**config.mk**
```make
export PLATFORM = sky130hd
export DESIGN_NAME = depth_window_monitor
export DESIGN_NICKNAME = d
export VERILOG_FILES = /design/src/rtl/depth_window_monitor_pkg.sv /design/src/rtl/depth_window_monitor_streak.sv /design/src/rtl/depth_window_monitor.sv
export SDC_FILE = /design/constraint.sdc
export NUM_CORES = 1
export LEC_CHECK = 0
export CORE_UTILIZATION = 45
export CTS_CLUSTER_SIZE = 20
export DETAILED_ROUTE_END_ITERATION = 6
export GPL_TIMING_DRIVEN = 0
export HOLD_SLACK_MARGIN = 0.08
export PLACE_DENSITY = 0.72
export SLEW_MARGIN = 10
export SYNTH_ARGS = -nofsm -noshare
export SYNTH_HDL_FRONTEND = slang
export SYNTH_SLANG_ARGS = --single-unit
```
**constraint.sdc**
```tcl
create_clock -name clk -period 8.18 [get_ports clk]
set_clock_uncertainty 0.1 [all_clocks]
set_input_delay 1.636 -clock clk [delete_from_list [all_inputs] [get_ports clk]]
set_output_delay 1.636 -clock clk [all_outputs]
set_load 0.03 [all_outputs]
```
**src/rtl/depth_window_monitor_pkg.sv**
```systemverilog
// Shared types and defaults for the depth window monitor.
package depth_mon_pkg;

   // Window sequencing states
   typedef enum logic [1:0] {
      IDLE   = 2'd0,
      ACCUM  = 2'd1,
      REPORT = 2'd2
   } state_t;

   localparam int DEPTH_W_DEF = 8;
   localparam int WIN_LEN_DEF = 16;
   localparam int CNT_W_DEF   = $clog2(WIN_LEN_DEF + 1);

   // Report layout for the default configuration
   typedef struct packed {
      logic [DEPTH_W_DEF-1:0]           max;
      logic [DEPTH_W_DEF-1:0]           min;
      logic [DEPTH_W_DEF+CNT_W_DEF-1:0] sum;
      logic [CNT_W_DEF-1:0]             count;
      logic [CNT_W_DEF-1:0]             viol;
      logic                             alarm;
   } report_t;

endpackage

```
**src/rtl/depth_window_monitor_streak.sv**
```systemverilog
// Consecutive-violation streak counter with a sticky per-window alarm.
module depth_streak_detector #(
   parameter int STREAK_LEN = 3,
   parameter int CNT_W      = 5
) (
   input  logic             clk,
   input  logic             rst,
   input  logic             clr,
   input  logic             acc,
   input  logic             viol,
   output logic [CNT_W-1:0] streak,
   output logic             alarm
);

   localparam logic [CNT_W-1:0] SAT    = CNT_W'(STREAK_LEN);
   localparam logic [CNT_W-1:0] SAT_M1 = CNT_W'(STREAK_LEN - 1);

   // Count violations in a row on accepted samples; alarm latches until window clear
   always_ff @(posedge clk) begin
      if (!rst || clr) begin
         streak <= '0;
         alarm  <= 1'b0;
      end else if (acc) begin
         if (viol) begin
            if (streak != SAT)
               streak <= streak + CNT_W'(1);
            if (streak >= SAT_M1)
               alarm <= 1'b1;
         end else begin
            streak <= '0;
         end
      end
   end

endmodule

```
**src/rtl/depth_window_monitor.sv**
```systemverilog
// Windowed statistics over depth samples with threshold violation tracking.
// Optional averaging outputs (rpt_avg, rpt_partial) exist when DEPTH_MON_AVG_EN is defined.
module depth_window_monitor
   import depth_mon_pkg::*;
#(
   parameter int DEPTH_W    = DEPTH_W_DEF,
   parameter int WIN_LEN    = 16,
   parameter int STREAK_LEN = 3,
   parameter int CNT_W      = $clog2(WIN_LEN + 1)
) (
   input  logic                     clk,
   input  logic                     rst,
   input  logic                     depth_valid,
   input  logic [DEPTH_W-1:0]       depth_in,
   output logic                     depth_ready,
   input  logic [DEPTH_W-1:0]       threshold,
   input  logic                     flush,
   output logic                     rpt_valid,
   input  logic                     rpt_ready,
   output logic [DEPTH_W-1:0]       rpt_max,
   output logic [DEPTH_W-1:0]       rpt_min,
   output logic [DEPTH_W+CNT_W-1:0] rpt_sum,
   output logic [CNT_W-1:0]         rpt_count,
   output logic [CNT_W-1:0]         rpt_viol,
   output logic                     rpt_alarm,
`ifdef DEPTH_MON_AVG_EN
   output logic [DEPTH_W-1:0]       rpt_avg,
   output logic                     rpt_partial,
`endif
   output logic                     busy
);

   localparam int               SUM_W     = DEPTH_W + CNT_W;
   localparam logic [CNT_W-1:0] WIN_CNT   = CNT_W'(WIN_LEN);
   localparam logic [CNT_W-1:0] STREAK_M1 = CNT_W'(STREAK_LEN - 1);
`ifdef DEPTH_MON_AVG_EN
   localparam int               LOG2_WIN  = $clog2(WIN_LEN);
`endif

   state_t             state;
   logic [DEPTH_W-1:0] max_reg, min_reg, thr_reg;
   logic [SUM_W-1:0]   sum_reg;
   logic [CNT_W-1:0]   count_reg, viol_reg;

   logic [DEPTH_W-1:0] max_next, min_next;
   logic [SUM_W-1:0]   sum_next;
   logic [CNT_W-1:0]   count_next, viol_next;

   logic               accept, viol_hit, close_win, win_clear, alarm_next;
   logic [CNT_W-1:0]   streak;
   logic               alarm;

   assign depth_ready = (state != REPORT);
   assign busy        = (state != IDLE);
   assign accept      = depth_valid && depth_ready;
   // The opening sample has no captured threshold yet, so it uses the live one
   assign viol_hit    = (state == IDLE) ? (depth_in > threshold) : (depth_in > thr_reg);
   assign win_clear   = rpt_valid && rpt_ready;
   // Alarm as it will stand after this cycle's sample, so the closing sample counts
   assign alarm_next  = alarm || (accept && viol_hit && (streak >= STREAK_M1));
   assign close_win   = (state == ACCUM) && (flush || (accept && (count_next == WIN_CNT)));

   depth_streak_detector #(
      .STREAK_LEN (STREAK_LEN),
      .CNT_W      (CNT_W)
   ) u_streak (
      .clk    (clk),
      .rst    (rst),
      .clr    (win_clear),
      .acc    (accept),
      .viol   (viol_hit),
      .streak (streak),
      .alarm  (alarm)
   );

   // Window accumulator update for the current sample
   always_comb begin
      max_next   = max_reg;
      min_next   = min_reg;
      sum_next   = sum_reg;
      count_next = count_reg;
      viol_next  = viol_reg;
      if (accept) begin
         if (state == IDLE) begin
            max_next   = depth_in;
            min_next   = depth_in;
            sum_next   = SUM_W'(depth_in);
            count_next = CNT_W'(1);
            viol_next  = viol_hit ? CNT_W'(1) : '0;
         end else begin
            max_next   = (depth_in > max_reg) ? depth_in : max_reg;
            min_next   = (depth_in < min_reg) ? depth_in : min_reg;
            sum_next   = sum_reg + SUM_W'(depth_in);
            count_next = count_reg + CNT_W'(1);
            viol_next  = viol_reg + CNT_W'(viol_hit);
         end
      end
   end

   // Window FSM with accumulators and registered report outputs
   always_ff @(posedge clk) begin
      if (!rst) begin
         state     <= IDLE;
         max_reg   <= '0;
         min_reg   <= '0;
         sum_reg   <= '0;
         count_reg <= '0;
         viol_reg  <= '0;
         thr_reg   <= '0;
         rpt_valid <= 1'b0;
         rpt_max   <= '0;
         rpt_min   <= '0;
         rpt_sum   <= '0;
         rpt_count <= '0;
         rpt_viol  <= '0;
         rpt_alarm <= 1'b0;
`ifdef DEPTH_MON_AVG_EN
         rpt_avg     <= '0;
         rpt_partial <= 1'b0;
`endif
      end else begin
         case (state)
            IDLE: begin
               if (accept) begin
                  state     <= ACCUM;
                  thr_reg   <= threshold;
                  max_reg   <= max_next;
                  min_reg   <= min_next;
                  sum_reg   <= sum_next;
                  count_reg <= count_next;
                  viol_reg  <= viol_next;
               end
            end
            ACCUM: begin
               max_reg   <= max_next;
               min_reg   <= min_next;
               sum_reg   <= sum_next;
               count_reg <= count_next;
               viol_reg  <= viol_next;
               if (close_win) begin
                  state     <= REPORT;
                  rpt_valid <= 1'b1;
                  rpt_max   <= max_next;
                  rpt_min   <= min_next;
                  rpt_sum   <= sum_next;
                  rpt_count <= count_next;
                  rpt_viol  <= viol_next;
                  rpt_alarm <= alarm_next;
`ifdef DEPTH_MON_AVG_EN
                  rpt_avg     <= (count_next == WIN_CNT) ? DEPTH_W'(sum_next >> LOG2_WIN) : '0;
                  rpt_partial <= (count_next != WIN_CNT);
`endif
               end
            end
            REPORT: begin
               if (rpt_ready) begin
                  state     <= IDLE;
                  rpt_valid <= 1'b0;
                  max_reg   <= '0;
                  min_reg   <= '0;
                  sum_reg   <= '0;
                  count_reg <= '0;
                  viol_reg  <= '0;
               end
            end
            default: state <= IDLE;
         endcase
      end
   end

endmodule

```
Word-level counts from Yosys, hierarchy flattened:

Index checks and enable logic that the tools add are counted.

* add/subtract/negate cells: 4
* $lt $le $gt $ge: 5
* eq/ne operators: 9
* muxes and demuxes: 36
* reduce and logical (&&, ||, !) cells: 21

Operator list (count)
* $mux W8: 9
* $mux W13: 4
* $pmux W8 S3: 2
* $mux W5: 9
* $pmux W13 S3: 1
* $pmux W5 S3: 2
* $gt A8 B8 Y1: 3
* $add A13 B8 Y13: 1
* $reduce_and A3 Y1: 4
* $add A5 B1 Y5 const B: 2
* $lt A8 B8 Y1: 1
* $ne A2 B2 Y1 const B: 4
* $logic_and A1 B1 Y1: 6
* $mux W2: 3
* $pmux W2 S3: 1
* $reduce_and A2 Y1: 3
* $add A5 B1 Y5: 1
* $eq A5 B5 Y1 const B: 1
* $ge A5 B2 Y1 const B: 1
* $ne A5 B2 Y1 const B: 1
* $mux W1: 4
* $reduce_bool A2 Y1: 2
* $logic_or A1 B1 Y1: 3
* $reduce_bool A3 Y1: 1
* other kinds (6): 6

* flip-flop bits (word level): 96
* output and inout bits: 43

Longest topological paths before layout:

* depth after elaboration: 9
* gate-level depth with buffers: 14

Cells and area by module:

A second synthesis with hierarchy kept.

* cell total of the unflattened synthesis: 667
* area, all modules: 5713.0 sq um

By module, submodules not included
* depth_window_monitor: times used 1, cells an instance 628, area an instance 5385.2 sq um, seq. area each 1801.7 sq um
* depth_streak_detector: times used 1, cells an instance 39, area an instance 327.8 sq um, seq. area each 120.1 sq um

Least setup slack after synthesis:

No wires, ideal clock.

* path type: input port to flip-flop
* start: input threshold[1]
* end: register viol_reg[4]
* data arrival time: 3631 ps
* data required time: 7962 ps
* setup slack: 4331 ps
* cell stages on the path: 14
* path buffers: 0
* cells stage by stage: inv_1 -> ha_1 -> nor2b_1 -> o211ai_1 -> a21oi_1 -> o22ai_1 -> a21oi_1 -> ha_1 -> ha_1 -> nand4_1 -> xor2_1 -> nor2_1 -> a22oi_1 -> nor2b_1

* cells in the longest elaborated chain, start to end: 7

RTL lines
* start, declared: RTL line depth_window_monitor.sv:16 `input logic [DEPTH_W-1:0] threshold,`
* $gt A8 B8 Y1 (*): RTL line depth_window_monitor.sv:57 `assign viol_hit = (state == IDLE) ? (depth_in > threshold) : (depth_in > thr_reg);`
* $mux W1 (*): RTL line depth_window_monitor.sv:57
* $add A5 B1 Y5 (*): RTL line depth_window_monitor.sv:95 `viol_next = viol_reg + CNT_W'(viol_hit);`
* $mux W5 (*): RTL line depth_window_monitor.sv:84 `if (state == IDLE) begin`
* $mux W5 (*): RTL line depth_window_monitor.sv:83 `if (accept) begin`
* $mux W5: RTL line depth_window_monitor.sv:124 `if (accept) begin`
* $pmux W5 S3 (*): RTL line depth_window_monitor.sv:122 `case (state)`
* end signal, assigned: RTL line depth_window_monitor.sv:131 `viol_reg <= viol_next;`
* end signal, assigned: RTL line depth_window_monitor.sv:139 `viol_reg <= viol_next;`
* end, declared: RTL line depth_window_monitor.sv:43 `logic [CNT_W-1:0] count_reg, viol_reg;`

Every way passes the cells marked *; elsewhere a longest branch is shown, timed or not. The select of a mux whose other input is x is not followed.
A chain may end at the register's enable or synchronous reset.

Final worst setup path:

* start: input depth_in[1]
* end: register viol_reg[4]

* cells in the longest elaborated chain, start to end: 7
* elaborated cells between the ends (all ways): 8

RTL lines
* start, declared: RTL line depth_window_monitor.sv:14 `input logic [DEPTH_W-1:0] depth_in,`
* $gt A8 B8 Y1: RTL line depth_window_monitor.sv:57
* $mux W1 (*): RTL line depth_window_monitor.sv:57
* $add A5 B1 Y5 (*): RTL line depth_window_monitor.sv:95
* $mux W5 (*): RTL line depth_window_monitor.sv:84
* $mux W5 (*): RTL line depth_window_monitor.sv:83
* $mux W5: RTL line depth_window_monitor.sv:124
* $pmux W5 S3 (*): RTL line depth_window_monitor.sv:122

Marks and branches as above.

==> flow_summary_export.csv <==
group,metric,value,unit
final_layout,diodes,0,
sta,fin_setup_tns,0,ps
final_layout,multiInputGateArea,3150,sq um
sta,setup_violations,0,
sta,post-route-min-period,4950,ps
sta,drv_slew,0,
clocking,clock_sinks,96,
clocking,postCtsSetupBuffers,0,
clocking,clockRootBuffer,"clkbuf_16",
synthesis,synth_xor_area_share,1.95,%
detailed_routing,drt-total-wl,14600,microns
worst_setup_path,worstSetupStartpointType,"input port",
min_path,hp-class,"reg2reg",
sta,grt_setup_unrepaired,"false",
detailed_routing,viasPerCell,5.83,
status,violations,"DRC",
worst_setup_path,cp_cell_sequence,"clkdlybuf4s50_1 > ha_1 > nor2b_1 > o211ai_1 > a21oi_1 > o22ai_1 > a21oi_1 > ha_1 > ha_1 > nand4_1 > xor2_1 > nor2_1 > a22oi_1 > nor2b_1",
global_routing,grt_start_max_net_pins,16,
worst_setup_path,reg2reg_to,"viol_reg[4]",
synthesis,syn_area_per_cell,8.45,sq um
final_layout,register_area,1920,sq um
synthesis,synthCells,637,
worst_setup_path,regToRegSetupSlack,4570,ps
synthesis,synthTopCellsByArea,"dfxtp_1, ha_1, mux2i_1, a21oi_1, nor2b_1",
status,status,"finished with violations",
worst_setup_path,critical-path-max-stage-delay,710,ps
clocking,htree_levels,3,
synthesis,yosysWarnings,0,
placement,io_buffers,61,
worst_setup_path,cpMostUsedCell,"ha_1",
synthesis,syn_nets,703,
detailed_routing,drc,12,
synthesis,synth_compound_area_share,23.2,%
min_path,holdPathStages,2,
worst_setup_path,rr_startpoint,"state[0]",
global_routing,overflow,0,
floorplanning,io_pins,64,
synthesis,synthMuxAreaShare,5.02,%
min_path,min_from,"u_streak.alarm",
sta,post-route-period-util,60.5,%
synthesis,ys.flop_type,"dfxtp_1",
synthesis,synth_top_area_share,35.7,%
floorplanning,die_y,111,microns
sta,fmaxAchievable,0.202,GHz
worst_setup_path,critPathTopFamily,"compound AO/OA/AOI/OAI gates",
floorplanning,num_rows,39,
synthesis,async_reset_ff_share,0,%
clocking,cts_resized,0,
clocking,numCtsBuffers,9,
synthesis,synth_area_leader_cell,"dfxtp_1",
synthesis,synth_seq_cells,96,
power,power.density,182,nW/um^2
placement,post-place-ws,2870,ps
floorplanning,initial_utilization,46.8,%
worst_setup_path,crit_buf_inv,1,
worst_setup_path,critPathSlowestCell,"a21oi_1",
placement,gp_congestion,0.890,
sta,slew_headroom,32.1,%
global_routing,grt_usage,24.5,%
sta,worstMarginPinSlew,1020,ps
clocking,clockBufferDepth,2,
flow_run,cap_violations,0,
clocking,clkTransAtPathRegs,70,ps
final_layout,num-fill-cells,1091,
detailed_routing,first_iter_violations,452,
final_layout,area_growth_syn_to_layout,20.0,%
synthesis,ys_types,56,
worst_setup_path,arrival,5090,ps
synthesis,yosys.area_share.simple,17.8,%
final_layout,final_util,56.1,%
synthesis,synthesis.area,5380,sq um
detailed_routing,vias,4998,
global_routing,grt_pass1_wl,24000,microns
synthesis,yosysSeqAreaShare,35.7,%
detailed_routing,firstDrtPassIters,7,
detailed_routing,ant_nets,0,
clocking,clk_latency,350,ps
synthesis,synth-edff-count,0,
floorplanning,die_w,111,microns
floorplanning,dieArea,12400,sq um
power,leakagePower,2.52,nW
floorplanning,core_area,11500,sq um
sta,report.final.hold_viol_count,0,
synthesis,synth_fa_ha_area_share,10.6,%
global_routing,first_global_vias,4856,
clocking,cts_tree,"done",
clocking,hold_buffers,0,
detailed_routing,wl_per_cell,17.1,microns
worst_setup_path,crit_type,"in2reg",
worst_setup_path,crit_fanout,11,
worst_setup_path,cp.required,8320,ps
placement,hpwl,10800,microns
synthesis,synth_top_family_by_area,"compound AO/OA/AOI/OAI gates",
worst_setup_path,worst-r2r-cell-count,13,
global_routing,antenna_found_initial,0,
final_layout,drive_gt1_share,4.76,%
sta,fin_ws,3230,ps
power,vdd_ir_drop_max,0.138,mV
min_path,hold-path-endpoint,"u_streak.alarm",
worst_setup_path,critPathCaptureType,"flip-flop",
final_layout,nNetsFinal,775,
## tightest hold or removal path, stage by stage, from the launching register on
cell and delay, ps:
dfxtp_1 310, a21oi_1 50, nor2_1 70
## metrics by stage
| stage | power [mW] | instances | cell area (sq um) | hold WS (ps) |
|---|---|---|---|---|
| 3_5_place_dp | 0.775 | 841 | 6170 | 349 |
| 2_1_floorplan | 0.685 | 637 | 5380 | 324 |
| 3_3_place_gp | 0.767 | 841 | 6170 | 342 |
| 6_report | 1.18 | 857 | 6460 | 359 |
| 5_1_grt | 1.23 | 857 | 6460 | 393 |
| 4_1_cts | 1.18 | 857 | 6460 | 368 |
## power breakdown
group          internal [mW]  total, mW  switching [mW]
Clock                  0.223      0.410           0.187
Sequential             0.492      0.508          0.0169
Combinational          0.102      0.259           0.157
## cells in the mapped netlist, drive strengths merged (10+ instances only)
cell type	count
a21oi	53
and2	14
mux2i	27
nand2	56
dfxtp	96
nor3	11
ha	44
nand4	10
a21boi	14
o21ai	50
clkbuf	22
nor2b	39
buf	14
a22oi	27
inv	35
nor2	32
nand3	10
## layout make-up
cell class / instances / area share [%]
Multi-Input combinational cell: 470 / 48.8
Sequential cell: 96 / 29.8
Timing Repair Buffer: 61 / 9.45
Clock buffer: 12 / 3.97
Tap cell: 143 / 2.77
Buffer: 36 / 2.73
Inverter: 35 / 2.03
Clock inverter: 4 / 0.446
## kinds of logic (layout without fill, tap and decap cells)
logic type	count (synthesis)	in the layout
adder cells (fa/ha/maj)	45	45
AND/OR/NAND/NOR	190	190
flip-flops	96	96
AO/OA/AOI/OAI	196	196
XOR/XNOR	12	12
multiplexers	27	27
buffers and inverters	71	148
## worst max-delay path by stage
stage	startpoint	to	slack (ps)	depth (start not counted)
after global placement	depth_in[1]	viol_reg[4]	2890	14
final	depth_in[1]	viol_reg[4]	3230	14
after global routing	depth_in[1]	viol_reg[4]	2960	14
after floorplan	threshold[1]	viol_reg[4]	4330	14
after CTS	depth_in[1]	viol_reg[4]	3220	14
after detailed placement	depth_in[1]	viol_reg[4]	2870	14
## cell usage in the layout (no fill, tap or decap), types with 4 or more instances in the layout
cell / count
ha_1: 44
nor3_1: 11
and2_1: 13
nand4_1: 10
o211a_1: 7
o31ai_1: 6
a21oi_1: 53
mux2i_1: 27
nor2b_1: 38
o211ai_1: 4
xor2_1: 5
dfxtp_1: 96
o21ai_0: 45
xnor2_1: 7
nand3_1: 10
buf_2: 8
a21boi_0: 13
clkbuf_1: 22
nand2_1: 56
clkdlybuf4s50_1: 61
o21ai_1: 5
a211oi_1: 7
a31oi_1: 5
clkbuf_16: 9
a22oi_1: 27
nor2_1: 31
inv_1: 35
## layer usage
metal  vias to the layer above  wire length, microns  global-route usage (%)
met2                       184                  6740                    40.7
met1                      2368                  6420                    30.6
met4                         0                   444                    11.5
li1                       2414                     -                       -
met5                         -                     0                       0
met3                        32                  1030                    5.01
(Power assumes the default switching activity.)
